File: src/rtl/hazard_stall_ctrl_pkg.sv
// Shared types and constants for the ID-stage hazard logic.
package hazard_pkg;

  localparam int unsigned REG_ADDR_W_DEF = 5;
  localparam int unsigned ZERO_REG       = 0;

  typedef enum logic [1:0] {
    RUN,
    LU_STALL,
    MEM_WAIT
  } hz_state_t;

endpackage

File: src/rtl/hazard_stall_ctrl_src_match.sv
// Load-use source comparator: flags an IF/ID source that depends on a load in ID/EX.
module hazard_src_match
  import hazard_pkg::*;
#(
  parameter int unsigned REG_ADDR_W = REG_ADDR_W_DEF
) (
  input  logic [REG_ADDR_W-1:0] rd,
  input  logic [REG_ADDR_W-1:0] rs1,
  input  logic [REG_ADDR_W-1:0] rs2,
  input  logic                  rs1_used,
  input  logic                  rs2_used,
  input  logic                  mem_read,
  output logic                  hit
);

  logic rd_nonzero;
  logic rs1_match;
  logic rs2_match;

  // x0 is hardwired to zero, so a load targeting it never creates a dependency.
  assign rd_nonzero = (rd != REG_ADDR_W'(ZERO_REG));
  assign rs1_match  = rs1_used && (rs1 == rd);
  assign rs2_match  = rs2_used && (rs2 == rd);
  assign hit        = mem_read && rd_nonzero && (rs1_match || rs2_match);

endmodule

File: src/rtl/hazard_stall_ctrl.sv
// ID-stage hazard unit: load-use stalls, data-memory freeze, branch flush, stall counter.
module hazard_stall_ctrl
  import hazard_pkg::*;
#(
  parameter int unsigned REG_ADDR_W     = REG_ADDR_W_DEF,
  parameter int unsigned LOAD_USE_STALL = 1,
  parameter int unsigned CNT_W          = 16
) (
  input  logic                  clk,
  input  logic                  reset,
  input  logic [REG_ADDR_W-1:0] idex_rd,
  input  logic                  idex_mem_read,
  input  logic [REG_ADDR_W-1:0] ifid_rs1,
  input  logic [REG_ADDR_W-1:0] ifid_rs2,
  input  logic                  ifid_rs1_used,
  input  logic                  ifid_rs2_used,
  input  logic                  branch_taken,
  input  logic                  dmem_req,
  input  logic                  dmem_ready,
  output logic                  pc_write,
  output logic                  ifid_write,
  output logic                  idex_bubble,
  output logic                  ifid_flush,
  output logic                  exmem_hold,
  output logic [CNT_W-1:0]      stall_cycles
);

  localparam logic [3:0] LU_RELOAD = 4'(LOAD_USE_STALL - 1);

  hz_state_t  state, state_d;
  hz_state_t  resume, resume_d;
  hz_state_t  eff_state;
  logic [3:0] cnt, cnt_d;
  logic       hit;
  logic       mem_wait;

  hazard_src_match #(
    .REG_ADDR_W(REG_ADDR_W)
  ) u_src_match (
    .rd       (idex_rd),
    .rs1      (ifid_rs1),
    .rs2      (ifid_rs2),
    .rs1_used (ifid_rs1_used),
    .rs2_used (ifid_rs2_used),
    .mem_read (idex_mem_read),
    .hit      (hit)
  );

  assign mem_wait = dmem_req && !dmem_ready;
  // The cycle that ends a memory wait behaves as a normal cycle of the interrupted state.
  assign eff_state = (state == MEM_WAIT) ? resume : state;

  always_ff @(posedge clk or posedge reset) begin
    if (reset) begin
      state  <= RUN;
      resume <= RUN;
      cnt    <= '0;
    end else begin
      state  <= state_d;
      resume <= resume_d;
      cnt    <= cnt_d;
    end
  end

  always_comb begin
    state_d     = state;
    resume_d    = resume;
    cnt_d       = cnt;
    pc_write    = 1'b1;
    ifid_write  = 1'b1;
    idex_bubble = 1'b0;
    ifid_flush  = 1'b0;
    exmem_hold  = 1'b0;
    if (mem_wait) begin
      pc_write   = 1'b0;
      ifid_write = 1'b0;
      exmem_hold = 1'b1;
      state_d    = MEM_WAIT;
      resume_d   = eff_state;
    end else if (branch_taken) begin
      ifid_flush  = 1'b1;
      idex_bubble = 1'b1;
      state_d     = RUN;
    end else if (eff_state == LU_STALL) begin
      pc_write    = 1'b0;
      ifid_write  = 1'b0;
      idex_bubble = 1'b1;
      cnt_d       = cnt - 4'd1;
      state_d     = (cnt == 4'd1) ? RUN : LU_STALL;
    end else begin
      state_d = RUN;
      if (hit) begin
        pc_write    = 1'b0;
        ifid_write  = 1'b0;
        idex_bubble = 1'b1;
        if (LOAD_USE_STALL > 1) begin
          cnt_d   = LU_RELOAD;
          state_d = LU_STALL;
        end
      end
    end
    if (reset) begin
      pc_write    = 1'b1;
      ifid_write  = 1'b1;
      idex_bubble = 1'b0;
      ifid_flush  = 1'b0;
      exmem_hold  = 1'b0;
    end
  end

  always_ff @(posedge clk or posedge reset) begin
    if (reset) begin
      stall_cycles <= '0;
    end else if (!pc_write && (stall_cycles != '1)) begin
      stall_cycles <= stall_cycles + CNT_W'(1);
    end
  end

endmodule

File: config.mk
export PLATFORM = sky130hd
export DESIGN_NAME = hazard_stall_ctrl
export DESIGN_NICKNAME = d
export VERILOG_FILES = /design/src/rtl/hazard_stall_ctrl_pkg.sv /design/src/rtl/hazard_stall_ctrl_src_match.sv /design/src/rtl/hazard_stall_ctrl.sv
export SDC_FILE = /design/constraint.sdc
export NUM_CORES = 1
export LEC_CHECK = 0
export BUFFER_PORTS_ARGS = -buffer_cell sky130_fd_sc_hd__clkbuf_2
export CAP_MARGIN = 0
export CORE_UTILIZATION = 30
export DETAILED_ROUTE_END_ITERATION = 16
export PLACE_DENSITY = 0.53
export REMOVE_ABC_BUFFERS = 1
export SYNTH_ARGS = -nofsm -noshare
export SYNTH_HDL_FRONTEND = slang
export SYNTH_SLANG_ARGS = --single-unit
File: constraint.sdc
create_clock -name clk -period 4.4 [get_ports clk]
set_clock_uncertainty 0.2 [all_clocks]
set_input_delay 1.32 -clock clk [delete_from_list [all_inputs] [get_ports clk]]
set_output_delay 1.32 -clock clk [all_outputs]
set_load 0.05 [all_outputs]
==> out/qor.yml, run 1 <==
job:
  max_cap_violations: 0
routing:
  num_vias: 1141
  route.detailed.wl_per_inst_um: 13.1
  drtIter0Drc: 21
  drt-total-wl_um: 2960
  viasPerCell: 5.03
  final_antenna_net_count: 0
  drc: 0
  first_pass_iters: 4
die:
  start_util_pct: 32.0
  dieArea_um2: 4630
  io_pins: 44
  core_area_um2: 4090
  fp.dieW_um: 68.1
  core.rowCount: 23
  die_h_um: 68.1
min_path:
  min_path_type: "reg -> reg"
layout:
  finalNetCount: 205
  area.growth.synth_to_final_pct: 24.3
  fin_cells: 227
  nFillCells: 407
  final_cell_mix: "41 x clkbuf_2, 24 x dfrtp_1, 23 x xnor2_1"
  drive_above_1_share_pct: 29.4
  fin_util_pct: 39.8
  diodes: 0
  layout_commonest_cell: "clkbuf_2"
sta:
  fin_ws_ps: 75.6
  finalSetupViolCount: 0
  rsz0062_at_grt: "false"
  worst_pin_slew_ps: 423
  holdWs_ps: 284
  period_share_pct: 98.3
  min_period_ps: 4320
  drv_slew: 0
  max_freq_ghz: 0.231
  maxSlewHeadroom_pct: 71.5
  hold_violations: 0
global_routing:
  grt_pass1_vias: 1136
  grt_use_met3_pct: 2.67
  grt.busiest_layer: "met2"
  grt_max_degree: 25
  grt_util_met2_pct: 25.0
  grtUsageTotal_pct: 13.7
  grt_overflow: 0
  met1_usage_pct: 15.4
  antenna_found_initial: 0
  grt_pass1_wl_um: 4760
worst_setup_path:
  path_class: "in -> out"
  crit_arrival_ps: 2800
  cp.required_ps: 2880
  crit_path_start_kind: "primary input"
  cp_max_fo: 3
  endpoint_kind: "output pin"
yosys:
  seq_area_frac_synth_pct: 45.9
  synth_area_um2: 1310
  synth_flop_cell: "dfrtp_1"
  synth-edff-count: 0
  synth_area_leader_cell: "dfrtp_1"
  synthCells: 131
  synth_warnings: 0
  synth.area.top_cells: "dfrtp_1 46%, xnor2_1 15%, nand4_1 6.2%, nand2_1 3.4%, ha_1 2.9%"
  synthArstFlopShare_pct: 100
  yosysUniqueCellTypes: 32
  netlist.area_leader.share_pct: 45.9
  syn_area_per_cell_um2: 9.99
  synth_seq_cells: 24
placed_design:
  hpwl_um: 2320
  post-place-ws_ps: 41.2
  place.gp.congestion: 0.726
  dpl.cell_count: 224
  port_buffers: 43
clocking:
  cts_max_level: 1
  cts-root-buf: "clkbuf_8"
  cts_buffers: 3
  clock_latency_ps: 260
  cts_tree: "built"
  cts_buffer_depth: 2
  clock_sinks: 24
  clk_pin_slew_worst_paths_ps: 70
power_and_ir_drop:
  power_density_nw_per_um2: 360
  p_leak_nw: 0.787
  peakVddDrop_mv: 0.159
run_status:
  status: "complete, no violations"
[sequential cells by signal, indices dropped and copies added, names as in the netlist]
register      flops
cnt               4
state             2
stall_cycles     16
resume            2
[cells in the mapped netlist (2+ instances only)]
master and n:
a21oi_1 3, and3_1 5, dfrtp_1 24, ha_1 3, inv_1 4, nand2_1 12
nand3_1 7, nand4_1 13, nor2_1 10, nor4_1 2, o21ai_0 2, xnor2_1 23
xor2_1 4
[layout make-up]
class                      count  area [um2]  share of cell area, %
multi-input combinational    100         669                   41.2
sequential                    24         601                   36.9
timing repair buffer          46         238                   14.6
tap                           50        62.6                   3.85
clock buffer                   3        41.3                   2.54
inverter                       4        15.0                  0.923
[report_power, final]
part	leakage (nW)	switching [mW]	total [mW]	internal, mW
sequential	0.326	0.0359	0.279	0.243
clock	0.0216	0.0639	0.125	0.0611
combinational	0.439	0.130	0.182	0.0520
total	0.787	0.230	0.586	0.356
[cell families after synthesis]
family                   synth area share [%]
AND/OR/NAND/NOR                          22.7
XOR/XNOR                                 18.1
flip-flops                               45.9
AO/OA/AOI/OAI                            4.78
buffers and inverters                    2.96
multiplexers                             2.77
adder cells (fa/ha/maj)                  2.87
[metrics by stage]
| step | area (um2) | total power [mW] | setup TNS, ps |
|---|---|---|---|
| finish | 1630 | 0.586 | 0 |
| global route | 1630 | 0.614 | 0 |
| CTS | 1630 | 0.591 | 0 |
| detailed placement | 1590 | 0.466 | 0 |
| global placement | 1590 | 0.461 | 0 |
| floorplan | 1280 | 0.406 | -496 |
[timing repair]
item,CTS,global route
gates resized for setup,0,2
hold buffers,0,0
setup endpoints to repair,0,2
buffers inserted,0,0
[worst max-delay path, stage by stage]
cell and delay, ps:
clkbuf_2 110, or4_1 510, o21a_1 190, a21o_1 200
a21oi_2 180, buf_2 290
[path summary, 6_finish.rpt]
path / from / end / slack [ps] / depth (start not counted)
worst max register to register: stall_cycles[0] / stall_cycles[3] / 2010 / 7
min in group asynchronous: reset / cnt[2] / 930 / 3
max in group asynchronous: reset / stall_cycles[9] / 2830 / 3
worst min register to register: cnt[3] / cnt[3] / 280 / 1
worst min-delay path: cnt[3] / cnt[3] / 280 / 1
worst max-delay path: idex_rd[3] / pc_write / 80 / 6
[metal layers]
layer / wire, um / share of wire [%]
met5: 0 / 0
met3: 194 / 6.5
met4: 46 / 1.6
met2: 1460 / 49
met1: 1260 / 42
No activity file was read; power rests on OpenSTA's default activity.
==> run 2: changes to the inputs <==
--- a/config.mk
+++ b/config.mk
@@ -8,9 +8,11 @@
 export BUFFER_PORTS_ARGS = -buffer_cell sky130_fd_sc_hd__clkbuf_2
 export CAP_MARGIN = 0
 export CORE_UTILIZATION = 30
+export CTS_CLUSTER_SIZE = 12
 export DETAILED_ROUTE_END_ITERATION = 16
 export PLACE_DENSITY = 0.53
 export REMOVE_ABC_BUFFERS = 1
 export SYNTH_ARGS = -nofsm -noshare
 export SYNTH_HDL_FRONTEND = slang
 export SYNTH_SLANG_ARGS = --single-unit
+export TNS_END_PERCENT = 5
==> constraint.sdc (replaced) <==
create_clock -name clk -period 4.4 [get_ports clk]
set_clock_uncertainty 0.2 [all_clocks]
set_input_delay 0.88 -clock clk [delete_from_list [all_inputs] [get_ports clk]]
set_output_delay 0.88 -clock clk [all_outputs]
set_load 0.05 [all_outputs]
==> run 2 against run 1 <==
  * Cell count decreased by 0.44%
  * Combinational power down 2%
  * Clock power grew 18%
  * Global-route usage decreased by 0.39 points
  * First-iteration DRC count grew 90%
  * Power rose by 2.3%
  * Flip-flop and latch count unchanged
  * Die area is the same
  * Design area about the same
  * Core utilization about the same
  * Largest power group unchanged
  * Sequential power fell by 1%
  * Critical endpoint unchanged
==> out/qor.yml, run 2 (synthesis gave the netlist of run 1 again) <==
clocking:
  hold_buffers: 0  # unchanged
  cts_tree: "built"  # unchanged
  clk_pin_slew_worst_paths_ps: 80  # was 70 ps
  clock_latency_ps: 260  # about the same
  cts_max_level: 1  # unchanged
  clock_sinks: 24  # unchanged
  ctsResizeCount: 0  # unchanged
  cts-root-buf: "clkbuf_8"  # unchanged
  cts_buffers: 3  # unchanged
  cts_buffer_depth: 2  # unchanged
  post-cts-setup-buffers: 0  # unchanged
sta:
  max_freq_ghz: 0.288  # was 0.231 GHz
  period_share_pct: 79.0  # was 98.3%
  drv_slew: 0  # unchanged
  hold_violations: 0  # unchanged
  fin_ws_ps: 925  # was 75.6 ps
  finalSetupViolCount: 0  # unchanged
  maxSlewHeadroom_pct: 70.7  # was 71.5%
  min_period_ps: 3480  # was 4320 ps
  worst_pin_slew_ps: 438  # was 423 ps
  setup_tns_ps: 0  # unchanged
  rsz0062_at_grt: "false"  # unchanged
die:
  core.rowCount: 23  # unchanged
  start_util_pct: 32.0  # unchanged
  dieArea_um2: 4630  # unchanged
  die_h_um: 68.1  # unchanged
  fp.dieW_um: 68.1  # unchanged
  io_pins: 44  # unchanged
  core_area_um2: 4090  # unchanged
min_path:
  hold_path_end: "cnt[3]"  # unchanged
  min_path_cells: 1  # unchanged
  min_path_type: "reg -> reg"  # unchanged
  worstHoldStart: "cnt[3]"  # unchanged
placed_design:
  placed_cell_area_um2: 1570  # was 1590 um2
  post-place-ws_ps: 909  # was 41.2 ps
  port_buffers: 43  # unchanged
  place.gp.congestion: 0.695  # was 0.726
  hpwl_um: 2250  # was 2320 um
layout:
  area.growth.synth_to_final_pct: 24.2  # was 24.3%
  finalNetCount: 203  # was 205
  largest_registers: "stall_cycles x16, cnt x4"  # unchanged
  largest_register_ffs: 16  # unchanged
  seq_area_um2: 601  # unchanged
  regMostFlops: "stall_cycles"  # unchanged
  postLayoutCellArea_um2: 1630  # about the same
  diodes: 0  # unchanged
  nFillCells: 426  # was 407
  drive_above_1_share_pct: 29.0  # was 29.4%
  multiInputGateArea_um2: 669  # unchanged
  final_cell_mix: "43 x clkbuf_2, 24 x dfrtp_1, 23 x xnor2_1"  # was 41 x clkbuf_2, 24 x dfrtp_1, 23 x xnor2_1
  layout_commonest_cell: "clkbuf_2"  # unchanged
routing:
  drt-total-wl_um: 2840  # was 2960 um
  final_antenna_net_count: 0  # unchanged
  drtIter0Drc: 40  # was 21
  num_vias: 1103  # was 1141
  route.detailed.wl_per_inst_um: 12.6  # was 13.1 um
  viasPerCell: 4.88  # was 5.03
  drc: 0  # unchanged
  first_pass_iters: 4  # unchanged
worst_setup_path:
  path_class: "in -> out"  # unchanged
  r2r_setup_slack_ps: 2040  # was 2010 ps
  cp.required_ps: 3320  # was 2880 ps
  crit_path_start_kind: "primary input"  # unchanged
  r2r-end: "stall_cycles[3]"  # unchanged
  reg2reg_depth: 7  # unchanged
  cp_max_fo: 3  # unchanged
  endpoint_kind: "output pin"  # unchanged
  crit_arrival_ps: 2400  # was 2800 ps
  worstReg2RegStart: "stall_cycles[0]"  # unchanged
power_and_ir_drop:
  p_leak_nw: 0.787  # about the same
  power_density_nw_per_um2: 369  # was 360 nW/um2
  p_total_mw: 0.599  # was 0.586 mW
  peakVddDrop_mv: 0.164  # was 0.159 mV
global_routing:
  grt_max_degree: 25  # unchanged
  antenna_found_initial: 0  # unchanged
  grtUsageTotal_pct: 13.3  # was 13.7%
  grt_overflow: 0  # unchanged
  grt_pass1_wl_um: 4500  # was 4760 um
  grt_pass1_vias: 1084  # was 1136
run_status:
  status: "complete, no violations"  # unchanged
job:
  max_cap_violations: 0  # unchanged
[run 2: cell count changes in the layout (fill, tap and decap cells not counted)]
| cell | before | now |
|---|---|---|
| buf_2 | 2 | 0 |
| buf_4 | 3 | 1 |
| clkbuf_2 | 41 | 43 |
| clkbuf_8 | 3 | 4 |
[run 2: cell type report]
cell class,instances,share of cell area (%)
multi-input combinational,100,41.2
sequential,24,37.0
timing repair buffer,44,13.7
tap,50,3.85
clock buffer,4,3.39
inverter,4,0.924
[run 2: how the worst max path moves through the flow]
| stage | start | to | slack (ps) |
|---|---|---|---|
| 2_1_floorplan | idex_rd[0] | ifid_write | 680 |
| 3_3_place_gp | idex_rd[0] | pc_write | 930 |
| 3_5_place_dp | idex_rd[0] | pc_write | 910 |
| 4_1_cts | idex_rd[0] | pc_write | 910 |
| 5_1_grt | idex_rd[0] | ifid_write | 860 |
| 6_report | idex_rd[0] | pc_write | 920 |
[run 2: metal layers]
metal  GRT usage, %  up-vias  share of wire, %
met1           15.1      524                45
met2           24.3       32                48
met3           2.83        4               5.5
met5              0        -                 0
li1               -      543                 -
met4           4.69        0               1.2
[run 2: metrics by stage]
step | utilization, % | hold WS (ps) | std cells
final | 39.8 | 277 | 226
after global routing | 39.8 | 293 | 226
after CTS | 39.8 | 280 | 226
after detailed placement | 38.4 | 265 | 222
after global placement | 38.4 | 261 | 222
after floorplan | - | 243 | 128
[run 2: report_power, final]
| part | internal, mW | switching (mW) | leakage (nW) |
|---|---|---|---|
| combinational | 0.0504 | 0.127 | 0.432 |
| clock | 0.0798 | 0.0667 | 0.0288 |
| sequential | 0.243 | 0.0320 | 0.326 |
| total | 0.373 | 0.226 | 0.787 |
[run 2: worst max-delay path, stage by stage]
cell	delay, ps
clkbuf_2	110
or4_1	520
o21a_1	190
a21o_1	200
a21oi_2	190
clkbuf_2	300
